--- config.mk ---
export PLATFORM = sky130hd
export DESIGN_NAME = mr_regfile_wb
export DESIGN_NICKNAME = d
export VERILOG_FILES = /design/src/rtl/mr_pkg.sv /design/src/rtl/mr_scoreboard.sv /design/src/rtl/mr_regfile_wb.sv
export SDC_FILE = /design/constraint.sdc
export NUM_CORES = 1
export LEC_CHECK = 0
export CORE_UTILIZATION = 62
export CTS_CLUSTER_DIAMETER = 40
export DETAILED_ROUTE_END_ITERATION = 6
export PLACE_DENSITY = 0.8
export SETUP_SLACK_MARGIN = 0.1
export SLEW_MARGIN = 20
export SYNTH_ARGS = -nofsm -noshare
export SYNTH_HDL_FRONTEND = slang
export SYNTH_SLANG_ARGS = --single-unit
--- constraint.sdc ---
create_clock -name clk -period 3.42 [get_ports clk]
set_clock_uncertainty 0.05 [all_clocks]
set_input_delay 0.513 -clock clk [delete_from_list [all_inputs] [get_ports clk]]
set_output_delay 0.513 -clock clk [all_outputs]
set_load 0.005 [all_outputs]
--- src/rtl/mr_pkg.sv ---
// mr_pkg: shared types and constants for the writeback / register-file slice.
//   t_regsel : register select (`REGSEL_BITS wide)
//   REG_ZERO : the hard-wired zero register x0
//   t_claim  : {register, valid} pair used for scoreboard claim/retire events
// `XLEN and `REGSEL_BITS default to 32 and 5 unless defined on the command line.
`ifndef XLEN
`define XLEN 32
`endif
`ifndef REGSEL_BITS
`define REGSEL_BITS 5
`endif

package mr_pkg;
  localparam int XLEN        = `XLEN;
  localparam int REGSEL_BITS = `REGSEL_BITS;
  localparam int NREGS       = 1 << REGSEL_BITS;

  typedef logic [`REGSEL_BITS-1:0] t_regsel;

  localparam t_regsel REG_ZERO = '0;

  // The register field cannot be called "reg" (reserved word), hence rsel.
  typedef struct packed {
    t_regsel rsel;
    logic    valid;
  } t_claim;

  // Build a claim/retire event; anything aimed at x0 is never valid.
  function automatic t_claim mk_claim(input logic en, input t_regsel r);
    t_claim c;
    c.rsel  = r;
    c.valid = en && (r != REG_ZERO);
    return c;
  endfunction
endpackage

--- src/rtl/mr_scoreboard.sv ---
// mr_scoreboard: one busy bit per register, set on claim, cleared on retire.
// Ports:
//   clk, rst                      clock, synchronous active-low reset
//   claim_i / claim_reg_i         EX hands an op with this destination to load/store
//   retire_i / retire_reg_i       writeback of this destination (retires older claim)
//   look_a_i / look_b_i           lookup selects
//   look_*_pre_o                  busy bit before this cycle's claim/retire
//   look_*_post_o                 busy bit after this cycle's claim/retire (bypass view)
//   busy_any_o                    OR of all busy bits
// x0 never goes busy. Claim beats retire on the same register: the write
// retires the older op while the claim belongs to the newer one.
module mr_scoreboard
  import mr_pkg::*;
(
  input  logic                   clk,
  input  logic                   rst,
  input  logic                   claim_i,
  input  logic [REGSEL_BITS-1:0] claim_reg_i,
  input  logic                   retire_i,
  input  logic [REGSEL_BITS-1:0] retire_reg_i,
  input  logic [REGSEL_BITS-1:0] look_a_i,
  input  logic [REGSEL_BITS-1:0] look_b_i,
  output logic                   look_a_pre_o,
  output logic                   look_a_post_o,
  output logic                   look_b_pre_o,
  output logic                   look_b_post_o,
  output logic                   busy_any_o
);
  t_claim claim;
  t_claim retire;
  assign claim  = mk_claim(claim_i, claim_reg_i);
  assign retire = mk_claim(retire_i, retire_reg_i);

  logic [NREGS-1:0] busy_q;
  logic [NREGS-1:0] busy_d;

  generate
    for (genvar gi = 0; gi < NREGS; gi++) begin : g_busy
      if (gi == 0) begin : g_zero
        assign busy_d[gi] = 1'b0;
      end else begin : g_live
        logic hit_claim;
        logic hit_retire;
        assign hit_claim  = claim.valid  && (claim.rsel  == t_regsel'(gi));
        assign hit_retire = retire.valid && (retire.rsel == t_regsel'(gi));
        assign busy_d[gi] = hit_claim || (busy_q[gi] && !hit_retire);
      end
    end
  endgenerate

  always_ff @(posedge clk) begin
    if (!rst) busy_q <= '0;
    else      busy_q <= busy_d;
  end

  assign look_a_pre_o  = busy_q[look_a_i];
  assign look_a_post_o = busy_d[look_a_i];
  assign look_b_pre_o  = busy_q[look_b_i];
  assign look_b_post_o = busy_d[look_b_i];
  assign busy_any_o    = |busy_q;

`ifndef SYNTHESIS
  // Claiming a register that is still busy means EX failed to stall,
  // unless the same cycle's writeback retires the older op.
  always_ff @(posedge clk) begin
    if (rst && claim.valid && !(retire.valid && retire.rsel == claim.rsel))
      assert (!busy_q[claim.rsel]);
  end
`endif

`ifdef FORMAL
  always_comb begin
    assert ($countones(busy_q) <= NREGS - 1);
    assert (!busy_q[0]);
  end
`endif
endmodule

--- src/rtl/mr_regfile_wb.sv ---
// mr_regfile_wb: writeback stage + integer register file with RAW scoreboard.
// Ports:
//   clk, rst (sync, active-low)
//   wb_write_i, wb_payload_i, wb_dst_reg_i   writeback from load/store
//   claim_i, claim_reg_i                     destination claimed by EX
//   rd_en_i, rs1_sel_i, rs2_sel_i            read request (1-cycle latency)
//   rd_valid_o                               outputs below valid this cycle
//   rs1_data_o, rs2_data_o                   read data (held when no read)
//   rs1_busy_o, rs2_busy_o                   register has an unretired claim
//   busy_any_o                               any register busy
// Optional build macro MR_RF_BYPASS_EN: a read colliding with a same-cycle
// write returns the write data and the post-write busy bit. Without it the
// read returns the old value with the pre-write busy bit.
module mr_regfile_wb
  import mr_pkg::*;
(
  input  logic                   clk,
  input  logic                   rst,
  input  logic                   wb_write_i,
  input  logic [XLEN-1:0]        wb_payload_i,
  input  logic [REGSEL_BITS-1:0] wb_dst_reg_i,
  input  logic                   claim_i,
  input  logic [REGSEL_BITS-1:0] claim_reg_i,
  input  logic                   rd_en_i,
  input  logic [REGSEL_BITS-1:0] rs1_sel_i,
  input  logic [REGSEL_BITS-1:0] rs2_sel_i,
  output logic                   rd_valid_o,
  output logic [XLEN-1:0]        rs1_data_o,
  output logic [XLEN-1:0]        rs2_data_o,
  output logic                   rs1_busy_o,
  output logic                   rs2_busy_o,
  output logic                   busy_any_o
);
`ifdef MR_RF_BYPASS_EN
  localparam bit BYPASS_EN = 1'b1;
`else
  localparam bit BYPASS_EN = 1'b0;
`endif

  // Writes during reset and writes to x0 are dropped.
  logic wr_live;
  assign wr_live = rst && wb_write_i && (wb_dst_reg_i != REG_ZERO);

  // Register storage is intentionally not reset.
  logic [XLEN-1:0] regs_q [NREGS];

  always_ff @(posedge clk) begin
    if (wr_live) regs_q[wb_dst_reg_i] <= wb_payload_i;
  end

  logic [REGSEL_BITS-1:0] sel [2];
  logic [1:0]             busy_pre;
  logic [1:0]             busy_post;
  assign sel[0] = rs1_sel_i;
  assign sel[1] = rs2_sel_i;

  mr_scoreboard u_sb (
    .clk          (clk),
    .rst          (rst),
    .claim_i      (claim_i),
    .claim_reg_i  (claim_reg_i),
    .retire_i     (wb_write_i),
    .retire_reg_i (wb_dst_reg_i),
    .look_a_i     (rs1_sel_i),
    .look_b_i     (rs2_sel_i),
    .look_a_pre_o (busy_pre[0]),
    .look_a_post_o(busy_post[0]),
    .look_b_pre_o (busy_pre[1]),
    .look_b_post_o(busy_post[1]),
    .busy_any_o   (busy_any_o)
  );

  generate
    for (genvar gi = 0; gi < 2; gi++) begin : g_port
      logic [XLEN-1:0] data_d;
      logic [XLEN-1:0] data_q;
      logic            busy_d;
      logic            busy_q;
      logic            wr_hit;

      assign wr_hit = wr_live && (wb_dst_reg_i == sel[gi]);

      always_comb begin
        data_d = regs_q[sel[gi]];
        if (BYPASS_EN && wr_hit) data_d = wb_payload_i;
        if (sel[gi] == REG_ZERO) data_d = '0;
        // Without bypass, stale data is paired with the pre-write busy bit.
        busy_d = BYPASS_EN ? busy_post[gi] : busy_pre[gi];
      end

      always_ff @(posedge clk) begin
        if (!rst) begin
          data_q <= '0;
          busy_q <= 1'b0;
        end else if (rd_en_i) begin
          data_q <= data_d;
          busy_q <= busy_d;
        end
      end
    end
  endgenerate

  logic rd_valid_q;
  always_ff @(posedge clk) begin
    if (!rst) rd_valid_q <= 1'b0;
    else      rd_valid_q <= rd_en_i;
  end

  assign rd_valid_o = rd_valid_q;
  assign rs1_data_o = g_port[0].data_q;
  assign rs2_data_o = g_port[1].data_q;
  assign rs1_busy_o = g_port[0].busy_q;
  assign rs2_busy_o = g_port[1].busy_q;
endmodule

==> flow_metrics.py <==
metrics = {
    "setup_path": {
        "arrival_ns": 2.59,
        "cp-start-kind": "register",
        "slowest_stage": "or4_1",
        "r2r-start": "regs_q[7][1]",
        "path_delay_family": "simple AND/OR/NAND/NOR gates",
        "critPathKind": "register to output pin",
        "startpoint": "u_sb.busy_q[3]",
        "crit_buf_inv": 1,
        "slowest_delay_ns": 0.53,
        "cp_cell_sequence": "or4_1, nor4_1, nand4_1, clkdlybuf4s50_1",
        "worstPathMaxFanout": 4,
        "end_kind": "output pin",
        "cp.required_ns": 2.86,
    },
    "clock_network": {
        "cts_buffer_depth": 3,
        "cts_sinks": 1122,
        "cts-resized-gates": 0,
        "cts_made_buffers": 144,
        "hold_buffers": 0,
        "ctsHtreeMaxLevel": 4,
        "cts-root-buf": "clkbuf_16",
        "cts_setup_buffers": 0,
        "cts.reportedPaths.clkPinSlew_ns": 0.06,
        "insertion_delay_ns": 0.74,
        "cts_tree": "built",
    },
    "timing": {
        "post-route-min-period_ns": 3.149,
        "fin_crit_sh": 0.9208,
        "fin_tns_setup_ns": 0,
        "rsz0062_at_grt": "no",
        "hold_viol": 0,
        "relSlewSlack": 0.1584,
        "setup_violations": 0,
        "finalMaxSlewViolations": 0,
        "worst_pin_slew_ns": 1.258,
        "fmax_mhz": 317.5,
    },
    "pwr": {
        "vdd_ir_drop_max_v": 0.0005194,
        "p_leak_nw": 19.90,
        "cellPowerDensity_mw_per_mm2": 558.3,
    },
    "worst_hold_path": {
        "hold_start": "wb_payload_i[1]",
        "hp-class": "input port to register",
    },
    "outcome": {
        "violations": "DRC",
        "outcome": "finished, violations left",
    },
    "placed_design": {
        "dp_cells": 3979,
        "gp_congestion": 0.9725,
        "port_buffers": 124,
        "dpl.hpwl_um": 89740,
    },
    "synthesis": {
        "synth_edf_count": 1024,
        "syn_area_mm2": 0.05097,
        "synth_cell_type_count": 49,
        "synth_adder_area_share": 0,
        "synth_warnings": 0,
        "syn_area_per_cell_um2": 17.93,
        "synth-compound-area-share": 0.06815,
        "synth_mux_area_frac": 0.2397,
        "synthArstFlopShare": 0,
        "ys_ff_latch": 1122,
        "synthCells": 2842,
        "synthSimpleGateAreaFrac": 0.02710,
        "synth_top_family_by_area": "multiplexers",
        "ys_seq_area_frac": 0.6418,
        "dominantRegCellSynth": "edfxtp_1",
        "synth-xor-area-share": 0,
    },
    "cells_and_area": {
        "nets": 3122,
        "finalNonFillerCells": 4247,
        "syn2layout_area_growth_pct": 17.02,
        "drive_gt1_frac": 0.2662,
        "fillers": 4460,
    },
    "routing": {
        "wl_per_cell_um": 36.85,
        "vias": 32528,
        "vias_per_cell": 7.659,
        "initialDrtViolationCount": 5515,
        "drt_pass1_iterations": 7,
        "drc": 1,
        "ant_nets": 0,
        "totalWireLength_um": 156500,
    },
    "grt": {
        "overflow": 0,
        "grt_max_degree": 71,
        "grt_pass1_vias": 33325,
        "grt_pass1_wl_um": 223900,
        "grt.total_usage": 0.3801,
        "grt_antenna_before_repair": 5,
    },
    "floorplanning": {
        "die_h_um": 288.7,
        "die-width_um": 288.7,
        "core_area_mm2": 0.08094,
        "placementRows": 104,
        "ios": 125,
        "dieArea_mm2": 0.08336,
        "start_util": 0.6297,
    },
    "flow_run": {
        "cap_violations": 0,
    },
}
[synth_stat cells (4+ instances only)]
cell type | count | area, um2
a21boi_0 | 31 | 232.7
a21o_1 | 33 | 247.7
a21oi_1 | 43 | 215.2
a22o_1 | 64 | 560.5
a22oi_1 | 150 | 1126
a32oi_1 | 32 | 280.3
and2_1 | 4 | 25.02
and3b_1 | 4 | 35.03
buf_1 | 5 | 18.77
buf_2 | 57 | 285.3
buf_4 | 27 | 202.7
buf_6 | 19 | 214.0
clkbuf_1 | 118 | 442.9
dfxtp_1 | 98 | 1962
edfxtp_1 | 1024 | 30750
mux2i_1 | 327 | 3273
mux4_2 | 396 | 8919
nand2_1 | 122 | 457.9
nand2b_1 | 5 | 31.28
nand3_1 | 43 | 215.2
nand4_1 | 4 | 25.02
nor2_1 | 76 | 285.3
nor2b_1 | 13 | 81.33
nor3_1 | 7 | 35.03
nor3b_1 | 5 | 37.54
nor4_1 | 7 | 43.79
o2111ai_1 | 32 | 280.3
o21ai_0 | 33 | 165.2
o221ai_1 | 32 | 280.3
[through the flow]
step / hold WS, ns / instance area (um2) / total power, mW / setup WS, ns / util
5_1_grt: 0.2559 / 59640 / 33.96 / 0.2408 / 0.7369
3_3_place_gp: 0.4120 / 54720 / 17.93 / 0.4277 / 0.6761
3_5_place_dp: 0.4242 / 54720 / 18.01 / 0.4557 / 0.6761
4_1_cts: 0.4117 / 59670 / 33.29 / 0.2706 / 0.7372
2_1_floorplan: 0.4176 / 51090 / 16.93 / 0.3068 / -
6_report: 0.2520 / 59640 / 33.30 / 0.2708 / 0.7369
[cell families (layout without fill, tap and decap cells)]
group                  Yosys count  after routing
AOI/OAI and AO/OA              459            459
muxes                          725            725
buffers and inverters          230            542
DFF                           1122           1122
other                            1             34
and+or+nand+nor                305            305
[metal layers]
layer	wire [um]	track usage	up-vias
li1	-	-	12470
met3	21210	0.1070	667
met5	98	0	-
met2	73750	0.5875	3026
met1	52140	0.4905	16356
met4	9312	0.2122	9
[worst paths after layout]
check	to	slack (ns)	cells after the start
setup / recovery	busy_any_o	0.27	4
hold / removal	regs_q[23][1]	0.25	1
setup reg to reg	rs1_data_o[1]	1.41	4
hold reg to reg	rs2_data_o[17]	0.44	2
[sequential cells by signal, summed over array words and instances (netlist names)]
signal,cells
rs1_busy_o,1
rs2_busy_o,1
rs1_data_o,32
regs_q,1024
u_sb.busy_q,31
rd_valid_o,1
rs2_data_o,32
[final cells by class]
type                            count  area (um2)  area share
Sequential cell                  1122       32710      0.5484
Multi-Input combinational cell   1521       17530      0.2939
Clock buffer                      173        3859     0.06470
Timing Repair Buffer              274        3114     0.05221
Tap cell                         1060        1326     0.02224
Clock inverter                     93        1090     0.01827
Inverter                            2       7.507   0.0001259
Antenna cell                        2       5.005  0.00008391
[cell usage in the layout (no fill, tap or decap), types with 5 or more instances in the layout]
master / count
clkbuf_8: 5
nor3_1: 7
nand2b_1: 5
a32oi_1: 32
nor2_4: 35
nand2_1: 122
a22oi_1: 150
inv_6: 16
buf_2: 6
conb_1: 32
nor2_1: 41
bufinv_16: 16
clkinv_1: 12
nor3b_1: 5
buf_12: 61
buf_4: 91
a21oi_1: 43
clkbuf_1: 20
o2111ai_1: 32
o21ai_0: 33
nor4_1: 7
dfxtp_1: 98
clkinvlp_4: 12
a21boi_0: 31
clkinv_4: 11
a21o_1: 33
clkbuf_16: 149
o221ai_1: 32
mux4_2: 396
edfxtp_1: 1024
nand3_1: 43
a22o_1: 64
mux2i_1: 327
clkinv_2: 17
clkdlybuf4s50_1: 112
nor2b_4: 9
[where the power goes]
group	switching (mW)	internal [mW]	total, mW
clock network	6.08	9.40	15.5
logic	1.43	1.08	2.51
registers	0.146	15.2	15.3
(Power assumes the default switching activity.)
